--- src/rtl/dcache_pkg.sv ---
// Shared geometry, state encodings and address helper for the data-cache refill path.
// Fixed 4-way geometry: 32 KiB, 16-byte lines, 32-bit addresses and memory words.
package dcache_pkg;

    localparam int unsigned ASSOC       = 4;
    localparam int unsigned CACHE_SIZE  = 32768;
    localparam int unsigned BLOCK_SIZE  = 16;
    localparam int unsigned ADDR_WIDTH  = 32;
    localparam int unsigned DATA_WIDTH  = 32;

    localparam int unsigned OFFSET_BITS = $clog2(BLOCK_SIZE);
    localparam int unsigned INDEX_BITS  = $clog2(CACHE_SIZE / (BLOCK_SIZE * ASSOC));
    localparam int unsigned TAG_BITS    = ADDR_WIDTH - INDEX_BITS - OFFSET_BITS;
    localparam int unsigned WORDS       = BLOCK_SIZE / 4;
    localparam int unsigned WORD_BITS   = $clog2(WORDS);
    localparam int unsigned WAY_BITS    = 2;

    typedef logic [ADDR_WIDTH-1:0] addr_t;
    typedef logic [DATA_WIDTH-1:0] data_t;
    typedef logic [TAG_BITS-1:0]   tag_t;
    typedef logic [INDEX_BITS-1:0] idx_t;
    typedef logic [WORD_BITS-1:0]  word_t;
    typedef logic [WAY_BITS-1:0]   way_t;

    typedef enum logic [2:0] {
        IDLE, VICTIM, WB_RD, WB_REQ, WB_RSP, FILL_REQ, FILL_RSP, COMMIT
    } refill_state_e;

    typedef enum logic [1:0] {
        MEM_IDLE, MEM_REQ, MEM_RSP
    } mem_state_e;

    // Request payload handed to the memory transaction tracker
    typedef struct packed {
        logic  we;
        addr_t addr;
    } mem_req_t;

    // Word-aligned byte address of one word within a line
    function automatic addr_t line_addr(input tag_t tag, input idx_t idx, input word_t word);
        return {tag, idx, word, 2'b00};
    endfunction

endpackage

--- src/rtl/dcache_refill_ctrl_if.sv ---
// OBI-style data memory port of the refill engine.
// master: refill engine (drives req/we/addr/wdata); slave: memory (drives gnt/rvalid/rdata).
interface dcache_refill_ctrl_if;
    import dcache_pkg::*;

    logic  mem_req_o;
    logic  mem_we_o;
    addr_t mem_addr_o;
    data_t mem_wdata_o;
    logic  mem_gnt_i;
    logic  mem_rvalid_i;
    data_t mem_rdata_i;

    modport master (
        output mem_req_o, mem_we_o, mem_addr_o, mem_wdata_o,
        input  mem_gnt_i, mem_rvalid_i, mem_rdata_i
    );

    modport slave (
        input  mem_req_o, mem_we_o, mem_addr_o, mem_wdata_o,
        output mem_gnt_i, mem_rvalid_i, mem_rdata_i
    );
endinterface

--- src/rtl/dcache_mem_if.sv ---
// Single-outstanding OBI transaction tracker shared by write-back and fill.
// Ports: clk/rst; issue_c + issue_req_c start a request; wb_data is the data-array
// read word (valid in the first request cycle); mem is the memory port;
// granted_c / rsp_c flag the grant and the matching response of the open request.
module dcache_mem_if
    import dcache_pkg::*;
(
    input  logic     clk,
    input  logic     rst,
    input  logic     issue_c,
    input  mem_req_t issue_req_c,
    input  data_t    wb_data,
    dcache_refill_ctrl_if.master mem,
    output logic     granted_c,
    output logic     rsp_c
);

    mem_state_e state_q, state_n;
    logic       req_q, req_n;
    logic       we_q, we_n;
    addr_t      addr_q, addr_n;
    data_t      wdata_q, wdata_n;
    logic       fresh_q, fresh_n;

    // State register
    always_ff @(posedge clk or negedge rst) begin
        if (!rst) begin
            state_q <= MEM_IDLE;
            req_q   <= 1'b0;
            we_q    <= 1'b0;
            addr_q  <= '0;
            wdata_q <= '0;
            fresh_q <= 1'b0;
        end else begin
            state_q <= state_n;
            req_q   <= req_n;
            we_q    <= we_n;
            addr_q  <= addr_n;
            wdata_q <= wdata_n;
            fresh_q <= fresh_n;
        end
    end

    // Hold the request until granted; only rvalid after a grant counts as a response
    always_comb begin
        state_n   = state_q;
        req_n     = req_q;
        we_n      = we_q;
        addr_n    = addr_q;
        wdata_n   = wdata_q;
        fresh_n   = 1'b0;
        granted_c = 1'b0;
        rsp_c     = 1'b0;

        // Array read data is only present in the first request cycle; keep it for stalls
        if (state_q == MEM_REQ && fresh_q) begin
            wdata_n = wb_data;
        end

        case (state_q)
            MEM_REQ: begin
                if (mem.mem_gnt_i) begin
                    granted_c = 1'b1;
                    state_n   = MEM_RSP;
                    req_n     = 1'b0;
                    we_n      = 1'b0;
                    addr_n    = '0;
                end
            end
            MEM_RSP: begin
                if (mem.mem_rvalid_i) begin
                    rsp_c   = 1'b1;
                    state_n = MEM_IDLE;
                end
            end
            default: ;
        endcase

        if (issue_c) begin
            state_n = MEM_REQ;
            req_n   = 1'b1;
            we_n    = issue_req_c.we;
            addr_n  = issue_req_c.addr;
            fresh_n = 1'b1;
        end
    end

    assign mem.mem_req_o   = req_q;
    assign mem.mem_we_o    = we_q;
    assign mem.mem_addr_o  = addr_q;
    assign mem.mem_wdata_o = (req_q && we_q) ? (fresh_q ? wb_data : wdata_q) : '0;

endmodule

--- src/rtl/dcache_refill_ctrl.sv ---
// Data-cache miss handler: picks the LRU victim, writes it back if dirty,
// fetches the new line word 0..3, installs it and reports the filled way.
// Ports: miss/victim inputs from lookup and LRU tracker; busy/done/lru_* status;
// line_* data-array access; tag_* tag-array write; mem = OBI memory port.
module dcache_refill_ctrl
    import dcache_pkg::*;
(
    input  logic  clk,
    input  logic  rst,
    input  logic  miss_i,
    input  addr_t miss_addr_i,
    input  way_t  lru_select_i,
    input  logic  victim_valid_i,
    input  logic  victim_dirty_i,
    input  tag_t  victim_tag_i,
    output logic  busy_o,
    output logic  done_o,
    output logic  lru_miss_o,
    output way_t  lru_way_o,
    output logic  line_rd_o,
    output logic  line_we_o,
    output way_t  line_way_o,
    output idx_t  line_idx_o,
    output word_t line_word_o,
    output data_t line_wdata_o,
    input  data_t line_rdata_i,
    output logic  tag_we_o,
    output tag_t  tag_o,
    dcache_refill_ctrl_if.master mem
);

    refill_state_e state_q, state_n;
    word_t    k_q, k_n;
    way_t     way_q, way_n;
    tag_t     vtag_q, vtag_n;
    tag_t     mtag_q, mtag_n;
    idx_t     idx_q, idx_n;
    logic     fill_we_c, issue_c, granted_c, rsp_c, rd_n, commit_n;
    mem_req_t issue_req_c;

    logic unused_offset;
    assign unused_offset = ^miss_addr_i[OFFSET_BITS-1:0];

    dcache_mem_if u_mem_if (
        .clk         (clk),
        .rst         (rst),
        .issue_c     (issue_c),
        .issue_req_c (issue_req_c),
        .wb_data     (line_rdata_i),
        .mem         (mem),
        .granted_c   (granted_c),
        .rsp_c       (rsp_c)
    );

    // State, captured context and registered outputs
    always_ff @(posedge clk or negedge rst) begin
        if (!rst) begin
            state_q      <= IDLE;
            k_q          <= '0;
            way_q        <= '0;
            vtag_q       <= '0;
            mtag_q       <= '0;
            idx_q        <= '0;
            busy_o       <= 1'b0;
            done_o       <= 1'b0;
            lru_miss_o   <= 1'b0;
            lru_way_o    <= '0;
            line_rd_o    <= 1'b0;
            line_we_o    <= 1'b0;
            line_way_o   <= '0;
            line_idx_o   <= '0;
            line_word_o  <= '0;
            line_wdata_o <= '0;
            tag_we_o     <= 1'b0;
            tag_o        <= '0;
        end else begin
            state_q      <= state_n;
            k_q          <= k_n;
            way_q        <= way_n;
            vtag_q       <= vtag_n;
            mtag_q       <= mtag_n;
            idx_q        <= idx_n;
            busy_o       <= (state_n != IDLE);
            done_o       <= commit_n;
            lru_miss_o   <= commit_n;
            lru_way_o    <= commit_n ? way_n : '0;
            line_rd_o    <= rd_n;
            line_we_o    <= fill_we_c;
            line_way_o   <= (rd_n || fill_we_c) ? way_n : '0;
            line_idx_o   <= (rd_n || fill_we_c) ? idx_n : '0;
            line_word_o  <= rd_n ? k_n : (fill_we_c ? k_q : '0);
            line_wdata_o <= fill_we_c ? mem.mem_rdata_i : '0;
            tag_we_o     <= commit_n;
            tag_o        <= commit_n ? mtag_n : '0;
        end
    end

    // Next-state and request issue
    always_comb begin
        state_n   = state_q;
        k_n       = k_q;
        way_n     = way_q;
        vtag_n    = vtag_q;
        mtag_n    = mtag_q;
        idx_n     = idx_q;
        fill_we_c = 1'b0;

        case (state_q)
            IDLE: begin
                if (miss_i) begin
                    mtag_n  = miss_addr_i[ADDR_WIDTH-1 -: TAG_BITS];
                    idx_n   = miss_addr_i[OFFSET_BITS +: INDEX_BITS];
                    state_n = VICTIM;
                end
            end
            // LRU tracker updates on negedge; its outputs are stable by now
            VICTIM: begin
                way_n   = lru_select_i;
                vtag_n  = victim_tag_i;
                k_n     = '0;
                state_n = (victim_valid_i && victim_dirty_i) ? WB_RD : FILL_REQ;
            end
            WB_RD:  state_n = WB_REQ;
            WB_REQ: if (granted_c) state_n = WB_RSP;
            WB_RSP: begin
                if (rsp_c) begin
                    if (k_q == word_t'(WORDS - 1)) begin
                        k_n     = '0;
                        state_n = FILL_REQ;
                    end else begin
                        k_n     = WORD_BITS'(k_q + 1'b1);
                        state_n = WB_RD;
                    end
                end
            end
            FILL_REQ: if (granted_c) state_n = FILL_RSP;
            FILL_RSP: begin
                if (rsp_c) begin
                    fill_we_c = 1'b1;
                    if (k_q == word_t'(WORDS - 1)) begin
                        k_n     = '0;
                        state_n = COMMIT;
                    end else begin
                        k_n     = WORD_BITS'(k_q + 1'b1);
                        state_n = FILL_REQ;
                    end
                end
            end
            COMMIT:  state_n = IDLE;
            default: state_n = IDLE;
        endcase

        rd_n     = (state_n == WB_RD);
        commit_n = (state_n == COMMIT);

        // A new memory request starts on entry to a request state
        issue_c          = ((state_n == WB_REQ) || (state_n == FILL_REQ)) && (state_n != state_q);
        issue_req_c.we   = (state_n == WB_REQ);
        issue_req_c.addr = line_addr(issue_req_c.we ? vtag_n : mtag_n, idx_n, k_n);
    end

endmodule
--- src/flat_wrapper.sv ---
// flat-port wrapper written by rule: the top's interface ports become plain ports
module dcache_refill_ctrl_flat import dcache_pkg::*;
  (clk, rst, miss_i, miss_addr_i, lru_select_i, victim_valid_i, victim_dirty_i, victim_tag_i, busy_o, done_o, lru_miss_o, lru_way_o, line_rd_o, line_we_o, line_way_o, line_idx_o, line_word_o, line_wdata_o, line_rdata_i, tag_we_o, tag_o, mem_mem_req_o, mem_mem_we_o, mem_mem_addr_o, mem_mem_wdata_o, mem_mem_gnt_i, mem_mem_rvalid_i, mem_mem_rdata_i);
  dcache_refill_ctrl_if mem_i ();
  input  logic clk;
  input  logic rst;
  input  logic miss_i;
  input  addr_t miss_addr_i;
  input  way_t lru_select_i;
  input  logic victim_valid_i;
  input  logic victim_dirty_i;
  input  tag_t victim_tag_i;
  output logic busy_o;
  output logic done_o;
  output logic lru_miss_o;
  output way_t lru_way_o;
  output logic line_rd_o;
  output logic line_we_o;
  output way_t line_way_o;
  output idx_t line_idx_o;
  output word_t line_word_o;
  output data_t line_wdata_o;
  input  data_t line_rdata_i;
  output logic tag_we_o;
  output tag_t tag_o;
  output wire logic [$bits(mem_i.mem_req_o)-1:0] mem_mem_req_o;
  output wire logic [$bits(mem_i.mem_we_o)-1:0] mem_mem_we_o;
  output wire logic [$bits(mem_i.mem_addr_o)-1:0] mem_mem_addr_o;
  output wire logic [$bits(mem_i.mem_wdata_o)-1:0] mem_mem_wdata_o;
  input wire logic [$bits(mem_i.mem_gnt_i)-1:0] mem_mem_gnt_i;
  input wire logic [$bits(mem_i.mem_rvalid_i)-1:0] mem_mem_rvalid_i;
  input wire logic [$bits(mem_i.mem_rdata_i)-1:0] mem_mem_rdata_i;
  assign mem_mem_req_o = mem_i.mem_req_o;
  assign mem_mem_we_o = mem_i.mem_we_o;
  assign mem_mem_addr_o = mem_i.mem_addr_o;
  assign mem_mem_wdata_o = mem_i.mem_wdata_o;
  assign mem_i.mem_gnt_i = mem_mem_gnt_i;
  assign mem_i.mem_rvalid_i = mem_mem_rvalid_i;
  assign mem_i.mem_rdata_i = mem_mem_rdata_i;
  dcache_refill_ctrl u_core (.clk(clk), .rst(rst), .miss_i(miss_i), .miss_addr_i(miss_addr_i), .lru_select_i(lru_select_i), .victim_valid_i(victim_valid_i), .victim_dirty_i(victim_dirty_i), .victim_tag_i(victim_tag_i), .busy_o(busy_o), .done_o(done_o), .lru_miss_o(lru_miss_o), .lru_way_o(lru_way_o), .line_rd_o(line_rd_o), .line_we_o(line_we_o), .line_way_o(line_way_o), .line_idx_o(line_idx_o), .line_word_o(line_word_o), .line_wdata_o(line_wdata_o), .line_rdata_i(line_rdata_i), .tag_we_o(tag_we_o), .tag_o(tag_o), .mem(mem_i));
endmodule
--- config.mk ---
export PLATFORM = sky130hd
export DESIGN_NAME = dcache_refill_ctrl_flat
export DESIGN_NICKNAME = d
export VERILOG_FILES = /design/src/rtl/dcache_pkg.sv /design/src/rtl/dcache_refill_ctrl_if.sv /design/src/rtl/dcache_mem_if.sv /design/src/rtl/dcache_refill_ctrl.sv /design/src/flat_wrapper.sv
export SDC_FILE = /design/constraint.sdc
export NUM_CORES = 1
export LEC_CHECK = 0
export CAP_MARGIN = 30
export CORE_UTILIZATION = 46
export DETAILED_ROUTE_END_ITERATION = 10
export PLACE_DENSITY = 0.8
export SLEW_MARGIN = 20
export SYNTH_ARGS = -nofsm -noshare
export SYNTH_HDL_FRONTEND = slang
export SYNTH_SLANG_ARGS = --single-unit
--- constraint.sdc ---
create_clock -name clk -period 2.6 [get_ports clk]
set_input_delay 0.39 -clock clk [delete_from_list [all_inputs] [get_ports clk]]
set_output_delay 0.39 -clock clk [all_outputs]
set_load 0.02 [all_outputs]
==> results.sh <==
export IMPL_gp_congestion=0.783
export IMPL_post_drt_wl_per_cell_um=16.3
export IMPL_synth_edf_count=0
export IMPL_grt_pass1_vias=5879
export IMPL_synth_xor_area_share_pct=0.111
export IMPL_area_growth_synth_to_final_pct=45.0
export IMPL_hold_viol_final=0
export IMPL_yosysMostFrequentCell="dfrtp_1"
export IMPL_via_count=5552
export IMPL_critPathLaunchType="flop"
export IMPL_core_mm2=0.0167
export IMPL_diodes=0
export IMPL_die_width_um=133
export IMPL_max_freq_ghz=0.402
export IMPL_totalWireLength_mm=18.5
export IMPL_ys_ff_latch=191
export IMPL_ys_flop_type="dfrtp_1"
export IMPL_p_comb_share_pct=44.3
export IMPL_intPower_mw=8.87
export IMPL_synth_simple_area_share_pct=10.5
export IMPL_fin_ws_ps=113
export IMPL_layout_min_cycle_time_ps=2490
export IMPL_place_ws_ps=96.1
export IMPL_rsz0062_at_grt="false"
export IMPL_clockPowerShare_pct=21.9
export IMPL_holdCritPathClass="in2async"
export IMPL_cts_sinks=191
export IMPL_clk_pin_slew_ps=60
export IMPL_synth_top_family_by_area="multiplexers"
export IMPL_cap_violations=0
export IMPL_cellLeakagePower_nw=5.06
export IMPL_final_cells=1137
export IMPL_grt_ovfl_total=0
export IMPL_power_net_switching_mw=4.79
export IMPL_synth_compound_area_share_pct=4.01
export IMPL_synth_area_leaders="dfrtp_1 60%, mux2i_1 12%, mux2_2 7.2%"
export IMPL_dieArea_mm2=0.0178
export IMPL_power_density_mw_per_mm2=1190
export IMPL_muxShareOfSynthArea_pct=18.9
export IMPL_final_setup_viol_count=0
export IMPL_cts_root_buffer="clkbuf_16"
export IMPL_cts_path_max_buffers=2
export IMPL_drt_iter0_drc=218
export IMPL_core_rowCount=47
export IMPL_met3_usage_pct=8.79
export IMPL_worst_setup_path_end_kind="output pin"
export IMPL_netlist_instances=645
export IMPL_drive_gt1_share_pct=13.5
export IMPL_grt_max_degree=80
export IMPL_worst_pin_slew_ps=642
export IMPL_final_area_mm2=0.0115
export IMPL_arrival_ps=2100
export IMPL_detail_route_antenna_nets=0
export IMPL_swShare_pct=35.1
export IMPL_synth_async_sr_flop_share_pct=100
export IMPL_synth_warnings=0
export IMPL_portBuffers=255
export IMPL_via_per_inst=4.88
export IMPL_antenna_found_initial=0
export IMPL_required_ps=2210
export IMPL_nets=1033
export IMPL_slew_headroom_pct=57.2
export IMPL_start_util_pct=47.5
export IMPL_insertion_delay_ps=430
export IMPL_synth_top_area_share_pct=60.3
export IMPL_slew_violations=0
export IMPL_status="completed"
export IMPL_setup_tns_ps=0
export IMPL_numCtsBuffers=17
export IMPL_synth_area_mm2=0.00793
export IMPL_ir_drop_uv=615
export IMPL_crit_fanout=16
export IMPL_fill_cells=1266
export IMPL_die_h_um=133
export IMPL_grt_pass1_wl_mm=30.3
export IMPL_yosysUniqueCellTypes=48
export IMPL_ys_top_cells_by_count="191 x dfrtp_1, 92 x mux2i_1, 88 x nor2_1"
export IMPL_track_usage_pct=22.0
export IMPL_finClkSkew_ps=11.0
export IMPL_grt_use_met1_pct=26.7
export IMPL_dpl_hpwl_mm=13.1
export IMPL_post_cts_buffers=0
export IMPL_cts_tree="yes"
export IMPL_critPathKind="reg2out"
export IMPL_grt_busiest_layer="met2"
export IMPL_syn_area_per_cell_um2=12.3
export IMPL_synthAdderAreaFrac_pct=0.632
export IMPL_route_detailed_drc=0
export IMPL_grt_util_met2_pct=35.9
export IMPL_synth_seq_area_share_pct=60.3
export IMPL_period_share_pct=95.7
export IMPL_post_place_cells=1106
export IMPL_htreeDepth=4
export IMPL_synth_area_leader_cell="dfrtp_1"
export IMPL_seqPwrFrac_pct=33.8
export IMPL_dpl_cell_area_mm2=0.0108
export IMPL_dr_pass1_iters=6
export IMPL_pin_count=262
-- critical path, cell delays in order (launching register included) --
cell	delay (ps)
dfrtp_4	610
buf_4	220
mux2i_1	110
nor2_1	100
clkdlybuf4s50_1	630
-- metrics by stage --
stage,hold slack (ps),utilization [%],power (mW)
after global placement,475,64.6,10.6
after floorplan,94.4,-,8.45
after global routing,46.6,68.8,14.5
final,4.70,68.8,13.7
after detailed placement,477,64.6,10.8
after CTS,20.7,68.8,13.8
-- state kept, by name (all words and copies together) (netlist names) --
name	cells
u_core.line_wdata_o	32
u_core.u_mem_if.wdata_q	32
u_core.u_mem_if.mem.mem_addr_o	30
u_core.mtag_q	19
u_core.tag_o	19
u_core.vtag_q	19
u_core.idx_q	9
u_core.line_idx_o	9
u_core.state_q	3
u_core.k_q	2
u_core.line_way_o	2
u_core.line_word_o	2
u_core.lru_way_o	2
u_core.u_mem_if.state_q	2
u_core.way_q	2
u_core.busy_o	1
u_core.done_o	1
u_core.line_rd_o	1
u_core.line_we_o	1
u_core.u_mem_if.fresh_q	1
u_core.u_mem_if.mem.mem_req_o	1
u_core.u_mem_if.mem.mem_we_o	1
-- cell usage in the layout (no fill, tap or decap), drive strengths merged, types with 2 or more instances in the layout --
cell | Yosys | routed
clkdlybuf4s50 | 0 | 254
dfrtp | 191 | 191
mux2i | 92 | 92
nor2 | 88 | 88
mux2 | 51 | 51
inv | 42 | 45
nand2 | 37 | 37
and2 | 33 | 33
buf | 31 | 26
a21oi | 21 | 21
clkbuf | 10 | 21
bufinv | 0 | 6
ha | 4 | 4
nand2b | 3 | 3
a211oi | 3 | 3
or3 | 3 | 3
a31oi | 3 | 3
nand4b | 2 | 2
and3 | 2 | 2
nor3 | 2 | 2
o211ai | 2 | 2
o21ai | 2 | 2
a22o | 2 | 2
a21o | 2 | 2
conb | 1 | 2
a311oi | 2 | 2
-- final cells by class --
cell class                      count  area [um^2]  area share [%]
Tap cell                          220          275            2.40
Inverter                           42          158            1.37
Clock buffer                       20          467            4.06
Multi-Input combinational cell    372         2760            24.0
Sequential cell                   191         4780            41.6
Timing Repair Buffer              281         2830            24.6
Clock inverter                     11          223            1.94
-- cell families (layout without fill, tap and decap cells) --
family / Yosys count / in the layout
flip-flops: 191 / 191
AND/OR/NAND/NOR: 177 / 177
multiplexers: 143 / 143
buffers and inverters: 83 / 354
AO/OA/AOI/OAI: 45 / 45
adder cells (fa/ha/maj): 4 / 4
other: 1 / 2
XOR/XNOR: 1 / 1
-- power groups by stage --
stage	registers [mW]	logic, mW	clock network, mW
after detailed placement	4.67	6.11	0
after CTS	4.62	6.13	3.06
final	4.62	6.05	3.00
after floorplan	5.02	3.42	0
after global placement	4.61	5.95	0
after global routing	4.74	6.59	3.19
-- layer usage --
layer / vias to the layer above / wire length (um)
li1: 2633 / -
met1: 2715 / 7570
met2: 182 / 8940
met3: 22 / 1680
met4: 0 / 323
met5: - / 0
-- final timing paths --
| path | slack [ps] | endpoint | from | cells after the start |
|---|---|---|---|---|
| setup / recovery | 110 | mem_mem_wdata_o[15] | u_core.u_mem_if.fresh_q | 4 |
| hold / removal | 5 | u_core.u_mem_if.wdata_q[2] | rst | 1 |
| setup reg to reg | 300 | u_core.tag_o[12] | u_core.u_mem_if.state_q[1] | 9 |
| hold reg to reg | 500 | u_core.vtag_q[14] | u_core.vtag_q[14] | 1 |
| max in group asynchronous | 1900 | u_core.u_mem_if.mem.mem_addr_o[12] | rst | 2 |
| min in group clk | 500 | u_core.vtag_q[14] | u_core.vtag_q[14] | 1 |
-- what timing repair did --
item | CTS | global route
resized for setup | 0 | 1
hold buffers | 0 | 0
endpoints found under the setup margin | 0 | 18
No activity file was read; power rests on OpenSTA's default activity.
==> edit 1 (config.mk and constraints unchanged) <==
Re-encode `refill_state_e` (8 states) as one-hot, 8 bits wide.
--- a/src/rtl/dcache_pkg.sv
+++ b/src/rtl/dcache_pkg.sv
@@ -24,4 +24,4 @@
 
-    typedef enum logic [2:0] {
-        IDLE, VICTIM, WB_RD, WB_REQ, WB_RSP, FILL_REQ, FILL_RSP, COMMIT
+    typedef enum logic [7:0] {
+        IDLE = 8'b00000001, VICTIM = 8'b00000010, WB_RD = 8'b00000100, WB_REQ = 8'b00001000, WB_RSP = 8'b00010000, FILL_REQ = 8'b00100000, FILL_RSP = 8'b01000000, COMMIT = 8'b10000000
     } refill_state_e;
Check against the original RTL: same outputs for any inputs over 4 cycles, from zero or initial values and one cycle with rst low; so few cycles prove little.
==> edit 1 against the original RTL <==
- area after synthesis is 3.4% higher
- largest power group unchanged
- fmax is 14% lower
- clock power is 9.3% lower
- routed wire length is 11% higher
- count of clock-buffer cells in the layout is 1 lower
- highest routed layer unchanged
- final area is 6.4% higher
- the run now ends with setup timing left
- sequential cell count is 5 higher
- cell count is 3.9% higher
- total power is 19% lower
- setup slack worse by 0.39 ns
==> edit 1: results (changes against the original RTL) <==
Cells and area
  • Comb_multi_in: 384 (+3.2%)
  • Non-clk buf share: 0.260 (+0.0141)
  • Fraction of layout cells with a size suffix above 1: 0.236 (+0.101)
  • Fill cell count: 1,278 (+0.95%)
  • N_diodes: 0 (unchanged)
  • Non-CTS buffers: 322 (+15%)
  • Clock buffers: 19 (-5.0%)
  • Clock network area share: 0.0501 (-0.00988)
  • Final non-filler cell total: 1,181 (+3.9%)
  • Count of non-CTS inverters in the layout: 22 (-48%)
  • Area of the multi-input gates: 0.00316 mm² (+15%)
  • Sequential cell area share: 0.401 (-0.0151)
  • Register area: 0.00491 mm² (+2.6%)
  • Fin nets: 1,071 (+3.7%)

Die
  • Die Wd: 135 µm (+1.7%)

STA
  • Worst hold slack: 0.0143 ns (+0.00959 ns)
  • TNS Setup: -7.68 ns (-7.68 ns)
  • Fin worst setup slack: -0.279 ns (-0.392 ns)
  • Clock Skew: 0.0134 ns (+0.00237 ns)
  • Setup violators final: 34 (+34)
  • Slew at the pin closest to its max-slew limit: 0.688 ns (+0.0469 ns)

Yosys
  • Post-synthesis cell type count: 45 (-6.3%)
  • Multiplexer area fraction after synthesis: 0.215 (+0.0258)
  • Mapped Cells: 642 (-0.47%)
  • Xor/xnor share of the synthesized area: 0.00214 (+0.00103)
  • Async set-or-reset flop fraction in the synthesized netlist: 1.00 (unchanged)
  • Post-synthesis compound-gate area fraction: 0.0214 (-0.0187)
  • Sequential share of the synthesized area: 0.599 (-0.00447)
  • Synth Area in Adders: 0.00611 (-0.000208)
  • Largest cells by area after synthesis: dfrtp_1 60%, mux2_2 13%, mux2i_1 6.5%
  • #FFs+latches synth: 196 (+2.6%)
  • Commonest cells in the synthesized netlist: 195 x dfrtp_1, 94 x mux2_2, 57 x nor2_1, 55 x and2_1, 53 x mux2i_1

Power and ir drop
  • Clock Power Share: 0.245 (+0.026)
  • Static Leakage: 0.00546 µW (+7.9%)
  • Flop pwr share: 0.366 (+0.028)
  • Pint: 7610 µW (-14%)
  • Switching Power: 3490 µW (-27%)
  • Max IR drop VDD: 0.522 mV (-15%)

Global route
  • Largest net degree at the start of global routing: 82 (+2.5%)
  • GRT Total Usage: 0.232 (+0.0119)
  • Vias in the first global route: 6,319 (+7.5%)
  • First-pass GRT wire length: 32,300 µm (+6.6%)

Placement
  • Setup WS pre-CTS: -0.346 ns (-0.442 ns)
  • DP Area: 0.0114 mm² (+5.9%)
  • Post-DP HPWL: 14,300 µm (+9.0%)
  • Final weighted congestion in routability-driven placement: 0.855 (+9.2%)

Route
  • First DRT Iteration DRCs: 188 (-14%)
  • Drt via density: 4.98 (+2.0%)
  • Drt first pass iters: 4 (-2)
  • Routed WL: 20,600 µm (+11%)

Worst hold path
  • HP Class: in2async

CTS
  • CTS Root Cell: clkbuf_16
  • CTS buffer count: 17 (unchanged)

Setup path
  • Crit-path max FO: 9 (-7)
  • Arr. time, crit path: 3.18 ns (+1.08 ns)

Status
  • Failing checks: setup timing
  • Status: complete, but fails checks
[edit 1: worst max-delay path: stages, from the launching register on]
cell and delay (ns):
dfstp_2 0.37, or4_4 0.55, or4_4 0.46, o41ai_4 0.08, nor2_2 0.07, or4_4 0.43
nor3_4 0.19, buf_6 0.16, buf_16 0.15, mux2_4 0.30
[edit 1: worst paths after layout]
kind,from,end
max reg2reg,u_core.state_q[0]$_DFF_PN1_,u_core.u_mem_if.mem.mem_addr_o[27]$_DFFE_PN0P_
min in group clk,u_core.vtag_q[4]$_DFF_PN0_,u_core.vtag_q[4]$_DFF_PN0_
max,u_core.state_q[0]$_DFF_PN1_,u_core.u_mem_if.mem.mem_addr_o[27]$_DFFE_PN0P_
min,rst,u_core.u_mem_if.mem.mem_addr_o[16]$_DFFE_PN0P_
min reg2reg,u_core.vtag_q[4]$_DFF_PN0_,u_core.vtag_q[4]$_DFF_PN0_
max in group asynchronous,rst,u_core.u_mem_if.mem.mem_addr_o[24]$_DFFE_PN0P_
[edit 1: metal layers]
layer  vias up  part of all wire  track usage
li1       2766                 -            -
met1      2886              0.41        0.286
met2       196              0.49        0.389
met3        32             0.071       0.0554
met4         0             0.026        0.101
met5         -                 0            0
[edit 1: logic make-up (layout without fill, tap and decap cells)]
| family | count (synthesis) | in the layout |
|---|---|---|
| flip-flops | 196 | 196 |
| AND/OR/NAND/NOR | 188 | 188 |
| multiplexers | 162 | 162 |
| buffers and inverters | 63 | 376 |
| AO/OA/AOI/OAI | 26 | 26 |
| adder cells (fa/ha/maj) | 4 | 4 |
| XOR/XNOR | 2 | 2 |
| other | 1 | 2 |
[edit 1: timing repair]
action | in CTS | in global routing
gates resized for setup | 14 | 17
setup buffers | 5 | 0
setup endpoints to repair | 45 | 71
pin swaps | 4 | 0
cloned | 1 | 0
==> edit 2 (same settings) <==
Without the edit above. The package constant `ASSOC` goes from 4 to 8.
--- a/src/rtl/dcache_pkg.sv
+++ b/src/rtl/dcache_pkg.sv
@@ -4,3 +4,3 @@
 
-    localparam int unsigned ASSOC       = 4;
+    localparam int unsigned ASSOC       = 8;
     localparam int unsigned CACHE_SIZE  = 32768;
Ports: changed (resized line_idx_o, tag_o and victim_tag_i); port bits go from 262 to 263. No check against the original RTL was run, so the function may have changed too.
==> edit 2 against the original RTL <==
- final area shrank 1.9%
- routed wire length shrank 2.7%
- register-to-register slack gained 0.10 ns
- area after synthesis shrank 0.32%
- fmax grew 1.7%
- total power shrank 8.7%
- global-route usage shrank 0.57 points
- setup slack gained 0.042 ns
- sequential cell count grew 1
- clock skew shrank 0.0016 ns
- synthesized cell count shrank 1.1%
- non-clock buffer count shrank 5
- critical path type unchanged
==> edit 2: results (changes against the original RTL) <==
Cells and area
  • Non-CTS buffers: 276 (-1.8%)
  • Non-clk buf share: 0.246 (-0.000409)
  • Fraction of layout cells with a size suffix above 1: 0.127 (-0.00857)
  • Register area: 0.00481 mm² (+0.47%)
  • Fin nets: 1,025 (-0.77%)
  • Multi-input combinational area share: 0.241 (+0.00147)

Yosys
  • Largest cells by area after synthesis: dfrtp_1 61%, mux2i_1 11%, mux2_2 7.4%
  • Post-synthesis cell type count: 45 (-6.3%)
  • Commonest cells in the synthesized netlist: 192 x dfrtp_1, 90 x mux2i_1, 65 x nor2_1, 58 x nand2_1, 52 x mux2_2
  • Mapped Cells: 638 (-1.1%)

Setup path
  • Crit-path max FO: 11 (-5)
  • R2R depth: 8 (-1)
  • End of the critical path: mem_mem_wdata_o[23]
  • FF-to-FF Start: u_core.u_mem_if.state_q[0]$_DFFE_PN0P_
  • Arr. time, crit path: 2.06 ns (-0.04 ns)
  • Crit path max-delay cell type: dfrtp_2
  • Flop-to-flop setup slack: 0.40 ns (+0.10 ns)
  • Max incr delay on CP: 0.56 ns (-0.07 ns)

Global route
  • Vias in the first global route: 5,673 (-3.5%)
  • First-pass GRT wire length: 29,200 µm (-3.6%)
  • GRT Total Usage: 0.215 (-0.00570)
  • Met3 usage: 0.0816 (-0.00629)

Status
  • Status: complete, no violations

Placement
  • Port buffer count: 256 (+0.39%)
  • Post-DP HPWL: 12,600 µm (-4.0%)
  • Final weighted congestion in routability-driven placement: 0.748 (-4.5%)
  • DP Area: 0.0107 mm² (-0.89%)

Power and ir drop
  • Max IR drop VDD: 0.747 mV (+21%)
  • Static Leakage: 0.00522 µW (+3.1%)

STA
  • Max transition margin: 0.578 (+0.00531)
  • Worst hold slack: 0.480 ns (+0.475 ns)
  • Clock Skew: 0.00933 ns (-0.00165 ns)

Route
  • Routed vias: 5,438 (-2.1%)
  • First DRT Iteration DRCs: 152 (-30%)
[edit 2: metal layers]
| layer | vias to the layer above | wire (µm) |
|---|---|---|
| met2 | 182 | 8780 |
| met5 | - | 0 |
| met4 | 0 | 297 |
| li1 | 2610 | - |
| met1 | 2621 | 7460 |
| met3 | 25 | 1500 |
[edit 2: timing repair]
| item | 4_1_cts | 5_1_grt |
|---|---|---|
| endpoints found under the setup margin | 0 | 0 |
| setup buffers | 0 | 0 |
| hold endpoints to repair | 51 | 0 |
| hold buffers | 1 | 0 |
[edit 2: cells by family after synthesis]
| kind of cell | share of synthesized area |
|---|---|
| xor gates and xnor gates | 0.00111 |
| DFF | 0.608 |
| AOI/OAI and AO/OA | 0.0342 |
| other | 0.000475 |
| adders and majority gates | 0.00634 |
| and+or+nand+nor | 0.110 |
| muxes | 0.191 |
| buffers and inverters | 0.0483 |
[edit 2: power by group]
part	switching, µW	internal [µW]	total (µW)
logic	2800	2610	5410
registers	502	4070	4570
clock network	1120	1380	2490
total	4420	8060	12500
